===== src/rtl/rom_loader.sv =====
// rom_loader: framed byte-stream loader that writes 32-bit words into the instruction ROM and releases the core on a good checksum
//   clk, rst               clock, synchronous active-high reset
//   in_valid/in_data/in_ready  byte stream in (valid/ready handshake)
//   rom_we/rom_waddr/rom_wdata ROM write port, one strobe per assembled word
//   core_hold              1 until a frame loads with a good checksum
//   done, error            sticky success / last frame failed
//   word_cnt               words written in the current or last frame
module rom_loader #(
    parameter int          ADDR_WIDTH     = 12,
    parameter int          TIMEOUT_CYCLES = 100000,
    parameter logic [7:0]  SYNC_BYTE      = 8'hA5
) (
    input  logic                  clk,
    input  logic                  rst,
    input  logic                  in_valid,
    input  logic [7:0]            in_data,
    output logic                  in_ready,
    output logic                  rom_we,
    output logic [ADDR_WIDTH-1:0] rom_waddr,
    output logic [31:0]           rom_wdata,
    output logic                  core_hold,
    output logic                  done,
    output logic                  error,
    output logic [ADDR_WIDTH:0]   word_cnt
);
    localparam int IW = $clog2(TIMEOUT_CYCLES + 1);
    localparam logic [16:0] LEN_MAX = 17'(1) << ADDR_WIDTH;
    typedef enum logic [2:0] {S_SYNC, S_LEN_LO, S_LEN_HI, S_DATA, S_CSUM, S_DONE, S_ERR} state_t;
    state_t                state_q, state_d;
    logic [15:0]           len_q, len_d;
    logic [ADDR_WIDTH:0]   word_cnt_q, word_cnt_d;
    logic [1:0]            byte_idx_q, byte_idx_d;
    logic [7:0]            sum_q, sum_d;
    logic [23:0]           asm_q, asm_d;
    logic [IW-1:0]         idle_q, idle_d;
    logic                  rom_we_q, rom_we_d;
    logic [ADDR_WIDTH-1:0] rom_waddr_q, rom_waddr_d;
    logic [31:0]           rom_wdata_q, rom_wdata_d;
    logic                  done_q, done_d;
    logic                  error_q, error_d;
    logic                  core_hold_q, core_hold_d;
    logic                  in_ready_q, in_ready_d;
    logic                  acc, timed;
    always_comb begin
        state_d     = state_q;
        len_d       = len_q;
        word_cnt_d  = word_cnt_q;
        byte_idx_d  = byte_idx_q;
        sum_d       = sum_q;
        asm_d       = asm_q;
        rom_we_d    = 1'b0;
        rom_waddr_d = rom_waddr_q;
        rom_wdata_d = rom_wdata_q;
        acc         = in_valid && in_ready_q;
        timed       = state_q inside {S_LEN_LO, S_LEN_HI, S_DATA, S_CSUM};
        idle_d      = (acc || !timed) ? '0 : idle_q + 1'b1;
        if (acc) begin
            case (state_q)
                S_SYNC, S_ERR: if (in_data == SYNC_BYTE) begin
                    state_d    = S_LEN_LO;
                    word_cnt_d = '0;
                    byte_idx_d = '0;
                    sum_d      = '0;
                end
                S_LEN_LO: begin
                    len_d[7:0] = in_data;
                    state_d    = S_LEN_HI;
                end
                S_LEN_HI: begin
                    len_d[15:8] = in_data;
                    state_d = ({1'b0, in_data, len_q[7:0]} > LEN_MAX) ? S_ERR :
                              ({in_data, len_q[7:0]} == 16'd0) ? S_CSUM : S_DATA;
                end
                S_DATA: begin
                    sum_d      = sum_q + in_data;
                    byte_idx_d = byte_idx_q + 1'b1;
                    if (byte_idx_q != 2'd3) asm_d[{byte_idx_q, 3'b000} +: 8] = in_data;
                    else begin
                        // Write strobe is registered, so it appears exactly one cycle after the 4th byte
                        rom_we_d    = 1'b1;
                        rom_wdata_d = {in_data, asm_q};
                        rom_waddr_d = word_cnt_q[ADDR_WIDTH-1:0];
                        word_cnt_d  = word_cnt_q + 1'b1;
                        if (16'(word_cnt_q) + 16'd1 == len_q) state_d = S_CSUM;
                    end
                end
                S_CSUM: state_d = (in_data == sum_q) ? S_DONE : S_ERR;
                default: ;
            endcase
        end
        // idle_d is zero whenever a byte was accepted, so this only fires on a true stall
        if (timed && idle_d == IW'(TIMEOUT_CYCLES)) state_d = S_ERR;
        done_d      = state_d == S_DONE;
        error_d     = state_d == S_ERR;
        core_hold_d = state_d != S_DONE;
        in_ready_d  = state_d != S_DONE;
    end
    always_ff @(posedge clk) begin
        if (rst) begin
            state_q     <= S_SYNC;
            len_q       <= '0;
            word_cnt_q  <= '0;
            byte_idx_q  <= '0;
            sum_q       <= '0;
            asm_q       <= '0;
            idle_q      <= '0;
            rom_we_q    <= 1'b0;
            rom_waddr_q <= '0;
            rom_wdata_q <= '0;
            done_q      <= 1'b0;
            error_q     <= 1'b0;
            core_hold_q <= 1'b1;
            in_ready_q  <= 1'b1;
        end else begin
            state_q     <= state_d;
            len_q       <= len_d;
            word_cnt_q  <= word_cnt_d;
            byte_idx_q  <= byte_idx_d;
            sum_q       <= sum_d;
            asm_q       <= asm_d;
            idle_q      <= idle_d;
            rom_we_q    <= rom_we_d;
            rom_waddr_q <= rom_waddr_d;
            rom_wdata_q <= rom_wdata_d;
            done_q      <= done_d;
            error_q     <= error_d;
            core_hold_q <= core_hold_d;
            in_ready_q  <= in_ready_d;
        end
    end
    assign in_ready  = in_ready_q;
    assign rom_we    = rom_we_q;
    assign rom_waddr = rom_waddr_q;
    assign rom_wdata = rom_wdata_q;
    assign core_hold = core_hold_q;
    assign done      = done_q;
    assign error     = error_q;
    assign word_cnt  = word_cnt_q;
endmodule


===== config.mk =====
export PLATFORM = sky130hd
export DESIGN_NAME = rom_loader
export DESIGN_NICKNAME = d
export VERILOG_FILES = /design/src/rtl/rom_loader.sv
export SDC_FILE = /design/constraint.sdc
export NUM_CORES = 1
export LEC_CHECK = 0
export BUFFER_PORTS_ARGS = -buffer_cell sky130_fd_sc_hd__buf_2
export CAP_MARGIN = 5
export CORE_MARGIN = 2
export CORE_UTILIZATION = 30
export CTS_CLUSTER_DIAMETER = 50
export CTS_CLUSTER_SIZE = 8
export DETAILED_ROUTE_END_ITERATION = 6
export GPL_TIMING_DRIVEN = 0
export SYNTH_ARGS = -nofsm -noshare
export SYNTH_HDL_FRONTEND = slang
export SYNTH_SLANG_ARGS = --single-unit

===== constraint.sdc =====
create_clock -name clk -period 3.8 [get_ports clk]
set_clock_uncertainty 0.2 [all_clocks]
set_input_delay 0.38 -clock clk [delete_from_list [all_inputs] [get_ports clk]]
set_output_delay 0.38 -clock clk [all_outputs]
set_load 0.005 [all_outputs]

# After elaboration in Yosys (flattened, before gate mapping)
# Index checks and enable logic that the tools add are counted.
# op_classes
muxes	19
reduce_logical	16
bitwise	3
addsub	6
order_cmp	1
n_shift	2
n_eq_ne	15
# op_table
operator	count
$mux W13	2
$pmux W13 S2	1
$bwmux W24	1
$shift A8 B7 Y24 const A	1
$shiftx A8 B7 Y24	1
$mux W3	7
$add A17 B1 Y17 const B	1
$eq A17 B17 Y1 const B	1
$mux W17	1
$eq A14 B16 Y1	1
$gt A16 B13 Y1 const B	1
$logic_not A16 Y1	1
$pmux W8 S2	1
$pmux W3 S5	1
$add A13 B1 Y14 const B	1
$add A13 B1 Y13 const B	1
$eq A3 B3 Y1 const B	4
$reduce_and A3 Y1	3
$add A8 B8 Y8	1
$eq A8 B8 Y1	1
$eq A8 B8 Y1 const B	1
$mux W8	1
$neg A5 Y7	1
$eq A3 B2 Y1 const B	2
18 further kinds	25
# word_totals
ff_bits	131
out_inout_bits	62
wordCells	76

# Depth between registers and ports, before layout
# depth
depth_word	9
mapped_depth	11

# Worst setup path after synthesis
# Ideal clock, no wire load.
# synth_timing
path_type	in2reg
from	in in_data[1]
to	reg rom_wdata_q[15], in the netlist rom_wdata[15]
setup_ns	0.132
required_ns	3.468
n_path_buf	4
stages	11
arrival_time_ns	2.685
setup_slack_ns	0.782
cell_sequence	buf_2 -> or4_4 -> or4_1 -> a21oi_2 -> o221ai_2 -> or2_1 -> clkbuf_1 -> buf_2 -> buf_2 -> nand2_1 -> a21oi_1
# synth_rtl
item	line	rtl
start, declared	16	input logic [7:0] in_data,
end signal, assigned	124	rom_wdata_q <= rom_wdata_d;
end, declared	38	logic [31:0] rom_wdata_q, rom_wdata_d;

# Final worst setup path
# layout_timing
from	reg word_cnt_q[1], in the netlist word_cnt[1]
to	reg error_q, in the netlist error
# layout_via
elab_chain_cells	8
# layout_rtl
item	line	rtl
start, declared	31	logic [ADDR_WIDTH:0] word_cnt_q, word_cnt_d;
start signal, assigned	117	word_cnt_q <= word_cnt_d;
$add A13 B1 Y14	84	if (16'(word_cnt_q) + 16'd1 == len_q) state_d = S_CSUM;
$eq A14 B16 Y1	84	
$mux W3	84	
$mux W3	77	if (byte_idx_q != 2'd3) asm_d[{byte_idx_q, 3'b000} +: 8] = in_data;
$pmux W3 S5	58	case (state_q)
$mux W3	57	if (acc) begin
$mux W3	92	if (timed && idle_d == IW'(TIMEOUT_CYCLES)) state_d = S_ERR;
$eq A3 B3 Y1	94	error_d = state_d == S_ERR;
end signal, assigned	126	error_q <= error_d;
end, declared	40	logic error_q, error_d;
# No other way between the ends.
# A chain may end at the register's enable or synchronous reset.

==> results.rst <==
.. list-table::
   :header-rows: 1

   * - Metric
     - Value
   * - Status
     - complete, no violations
   * - Reported leakage power
     - 2.72 nW
   * - #FFs+latches synth
     - 131
   * - Number of cells on the worst hold path
     - 3
   * - Buffers on Ports
     - 70
   * - Most frequent standard cell in the layout excluding fill and tap cells
     - nand2_1
   * - Sinks on Clock Net
     - 131
   * - Detailed-route DRC error count
     - 0
   * - Total vias in the final route
     - 5684
   * - Core Area
     - 20200 um^2
   * - Pwr dens
     - 423 nW/um^2
   * - Effective utilization at floorplan
     - 30.6%
   * - Worst reg2reg path depth
     - 10
   * - Start-to-end type of the worst setup path
     - register to register
   * - Post-synthesis cell type count
     - 58
   * - Buffer levels on the longest clock path
     - 2
   * - Slowest stage cell, crit path
     - dfxtp_1
   * - Worst hold path type
     - input pin to register
   * - Routability congestion estimate from global placement
     - 0.873
   * - Top-Level Pins
     - 73
   * - Synthesized area
     - 6190 um^2
   * - Die extent in y
     - 148 um
   * - Per-cell routed wire length
     - 14.9 um
   * - IR drop worst, VDD
     - 0.000243 V
   * - Largest fanout of any net on the critical path
     - 9
   * - Residual overflow from global routing
     - 0
   * - RSZ-0062 raised after global routing
     - false
   * - Net count after synthesis
     - 805
   * - Total Power Consumption
     - 3.16 mW
   * - Final ANT Viol Nets
     - 0
   * - Element type at the critical path end
     - register
   * - Worst R2R End
     - error
   * - Total negative slack for setup checks
     - 0 ns
   * - Number of pins exceeding their max-slew limit in the final report
     - 0
   * - Clock tree from TritonCTS
     - built
   * - Total Nets Final
     - 895
   * - DRT Wirelength
     - 17200 um
   * - Ys flop type
     - dfxtp_1
   * - Number of setup violations in the final report
     - 0
   * - Pin count of the biggest net entering global routing
     - 17
   * - Drt via density
     - 4.93
   * - Sequential element share of the synthesized area
     - 42.4%
   * - Number of cells on the critical path
     - 10
   * - Arrival time of the worst setup path
     - 3.63 ns
   * - Total Routing Usage GR
     - 16.1%
   * - Die Area
     - 21800 um^2
   * - Synth Area per Inst
     - 7.94 um^2
   * - Startpoint of the most critical setup path
     - word_cnt[1]
   * - Setup crit start kind
     - register
   * - Number of buffers created by CTS
     - 17
   * - Cells after Synth
     - 779
   * - Detailed-routing iteration count for the pre-antenna-repair pass
     - 7
   * - Critical path required time
     - 3.91 ns
   * - Count of antenna diodes in the layout
     - 0
   * - Time the final worst path needs with I/O delays and setup
     - 3.52 ns
   * - Source of the worst hold timing path
     - in_data[6]
   * - Number of antenna violations at the first check in global routing
     - 0
   * - Worst setup slack after layout
     - 0.279 ns
   * - Count of max-cap constraint violations
     - 0
   * - Root Driver
     - clkbuf_16
   * - Global-route wire length before repair
     - 27900 um
   * - Layout cells sized above 1
     - 14.2%
   * - Delay of the slowest critical-path stage
     - 0.55 ns
   * - Remaining max-slew budget at the tightest pin
     - 32.8%
   * - Layout area overhead
     - 20.8%
   * - Flop2flop setup slack
     - 0.28 ns
   * - Transition time at the pin with the least slew margin
     - 1.00 ns
   * - Share of the clock period used by the worst path
     - 92.7%
   * - Worst setup timing slack at the placement stage
     - -0.0500 ns
   * - Post-CTS setup buffer count
     - 0
   * - Cell count after placement
     - 1120
   * - Final Non-Filler Cells
     - 1152
   * - CTS H-Tree Depth
     - 4
   * - Number of core rows
     - 52
   * - Clock slew at the register clock pins of the worst setup and hold paths
     - 0.06 ns
   * - Clock latency on the worst-skew pair
     - 0.42 ns
   * - Number of synthesized flops with an enable pin
     - 0
   * - Dominant delay contributor by cell family on the critical path
     - simple AND/OR/NAND/NOR gates
   * - Die boundary width
     - 148 um
   * - Most frequent cells in the layout
     - nand2_1 (134), dfxtp_1 (131), a21oi_1 (97)
   * - Final-report hold violation count
     - 0
   * - Sum of net half-perimeters after detailed placement
     - 12100 um
   * - Critical R2R Launch
     - word_cnt[1]
   * - Number of violations reported at the end of detailed-routing iteration 0
     - 358
   * - Worst path bufs/invs
     - 1
   * - Crit-path cells
     - ha_1 > and4_1 > buf_2 > nand4_1 > nand4bb_1 > a32o_1 > nor4_2 > o21ai_0 > o221a_2 > nor3b_1
   * - End of the worst hold path
     - rom_wdata[30]
   * - FMAX
     - 284 MHz
   * - Vias in the first global route
     - 5406
   * - Synth warnings
     - 0
   * - Ys async rst share
     - 0%
[report_power, final]
group          internal (mW)  switching [mW]  leakage (nW)
clock network          0.973           0.644         0.278
registers               1.38         0.00924          1.06
logic                 0.0487           0.103          1.38
[worst reg2reg max path, delay by kind of cell (launching register included)]
kind	cells	cell delay, ns
simple gates	5	1.39
compound gates	3	0.70
flops	1	0.55
fa+ha+maj	1	0.40
buf+inv	1	0.20
[area by class of cell]
class | count | area [um^2]
fillers | 2142 | 12800
multi-input cells | 581 | 3300
flip-flops and latches | 131 | 2620
clock buffers | 18 | 429
repair buffers | 71 | 355
well taps | 270 | 338
plain buffers | 57 | 238
clock inverters | 14 | 154
inverters | 10 | 37.5
[metal layers]
layer	GRT usage, %	vias up	wire [um]
met5	0	-	0
met3	4.20	20	882
met4	5.48	0	266
li1	-	2874	-
met1	21.6	2657	8240
met2	25.2	133	7830
[timing repair]
action                     CTS  global route
gates resized for setup      1             1
setup endpoints to repair    1             3
pin swaps                    0             0
hold buffers                 0             0
[worst max path at each step]
stage | end | slack (ns)
finish | error | 0.28
detailed placement | error | -0.05
global placement | rom_waddr[0] | -0.03
global route | error | 0.06
CTS | error | 0.14
floorplan | rom_wdata[15] | 0.78
[through the flow]
stage / instance area, um^2 / hold WS [ns] / util [%]
3_5_place_dp: 6880 / 0.245 / 34.0
5_1_grt: 7470 / 0.143 / 36.9
6_report: 7470 / 0.159 / 36.9
3_3_place_gp: 6870 / 0.240 / 34.0
2_1_floorplan: 6190 / 0.226 / -
4_1_cts: 7470 / 0.136 / 36.9
[cell usage after synthesis, types with 2 or more instances]
cell type,n,area [um^2]
a2111oi_0,2,17.5
a211oi_1,2,15.0
a21o_1,7,52.6
a21oi_1,97,485
a22oi_1,8,60.1
a31oi_1,4,25.0
a32oi_1,2,17.5
and2_1,10,62.6
and3_1,11,68.8
and4_1,6,52.6
buf_2,9,45.0
buf_4,3,22.5
clkbuf_1,44,165
dfxtp_1,131,2620
ha_1,14,175
inv_1,10,37.5
mux2i_1,16,160
nand2_1,134,503
nand2b_1,6,37.5
nand3_1,45,225
nand3b_1,5,37.5
nand4_1,11,68.8
nor2_1,72,270
nor2b_1,6,37.5
nor3_1,14,70.1
nor3b_1,6,45.0
nor4_1,11,68.8
o211ai_1,3,22.5
o21ai_0,17,85.1
o22ai_1,2,12.5
or2_2,2,12.5
or3_1,7,43.8
xnor2_1,22,193
xor2_1,16,140
[state kept, by name, indices dropped and copies added, names as in the netlist]
register,flops
error,1
asm_q,24
state_q,3
len_q,16
in_ready,1
word_cnt,13
done,1
rom_waddr,12
rom_we,1
byte_idx_q,2
rom_wdata,32
sum_q,8
idle_q,17
[kinds of logic (layout without fill, tap and decap cells)]
kind of cell / after synthesis / after routing / synth area share [%]
adder cells (fa/ha/maj): 15 / 15 / 3.16
AND/OR/NAND/NOR: 352 / 352 / 26.8
XOR/XNOR: 38 / 38 / 5.38
AO/OA/AOI/OAI: 159 / 159 / 15.0
buffers and inverters: 67 / 170 / 4.45
flip-flops: 131 / 131 / 42.4
multiplexers: 17 / 17 / 2.77
Power figures use the tool's default switching activity.
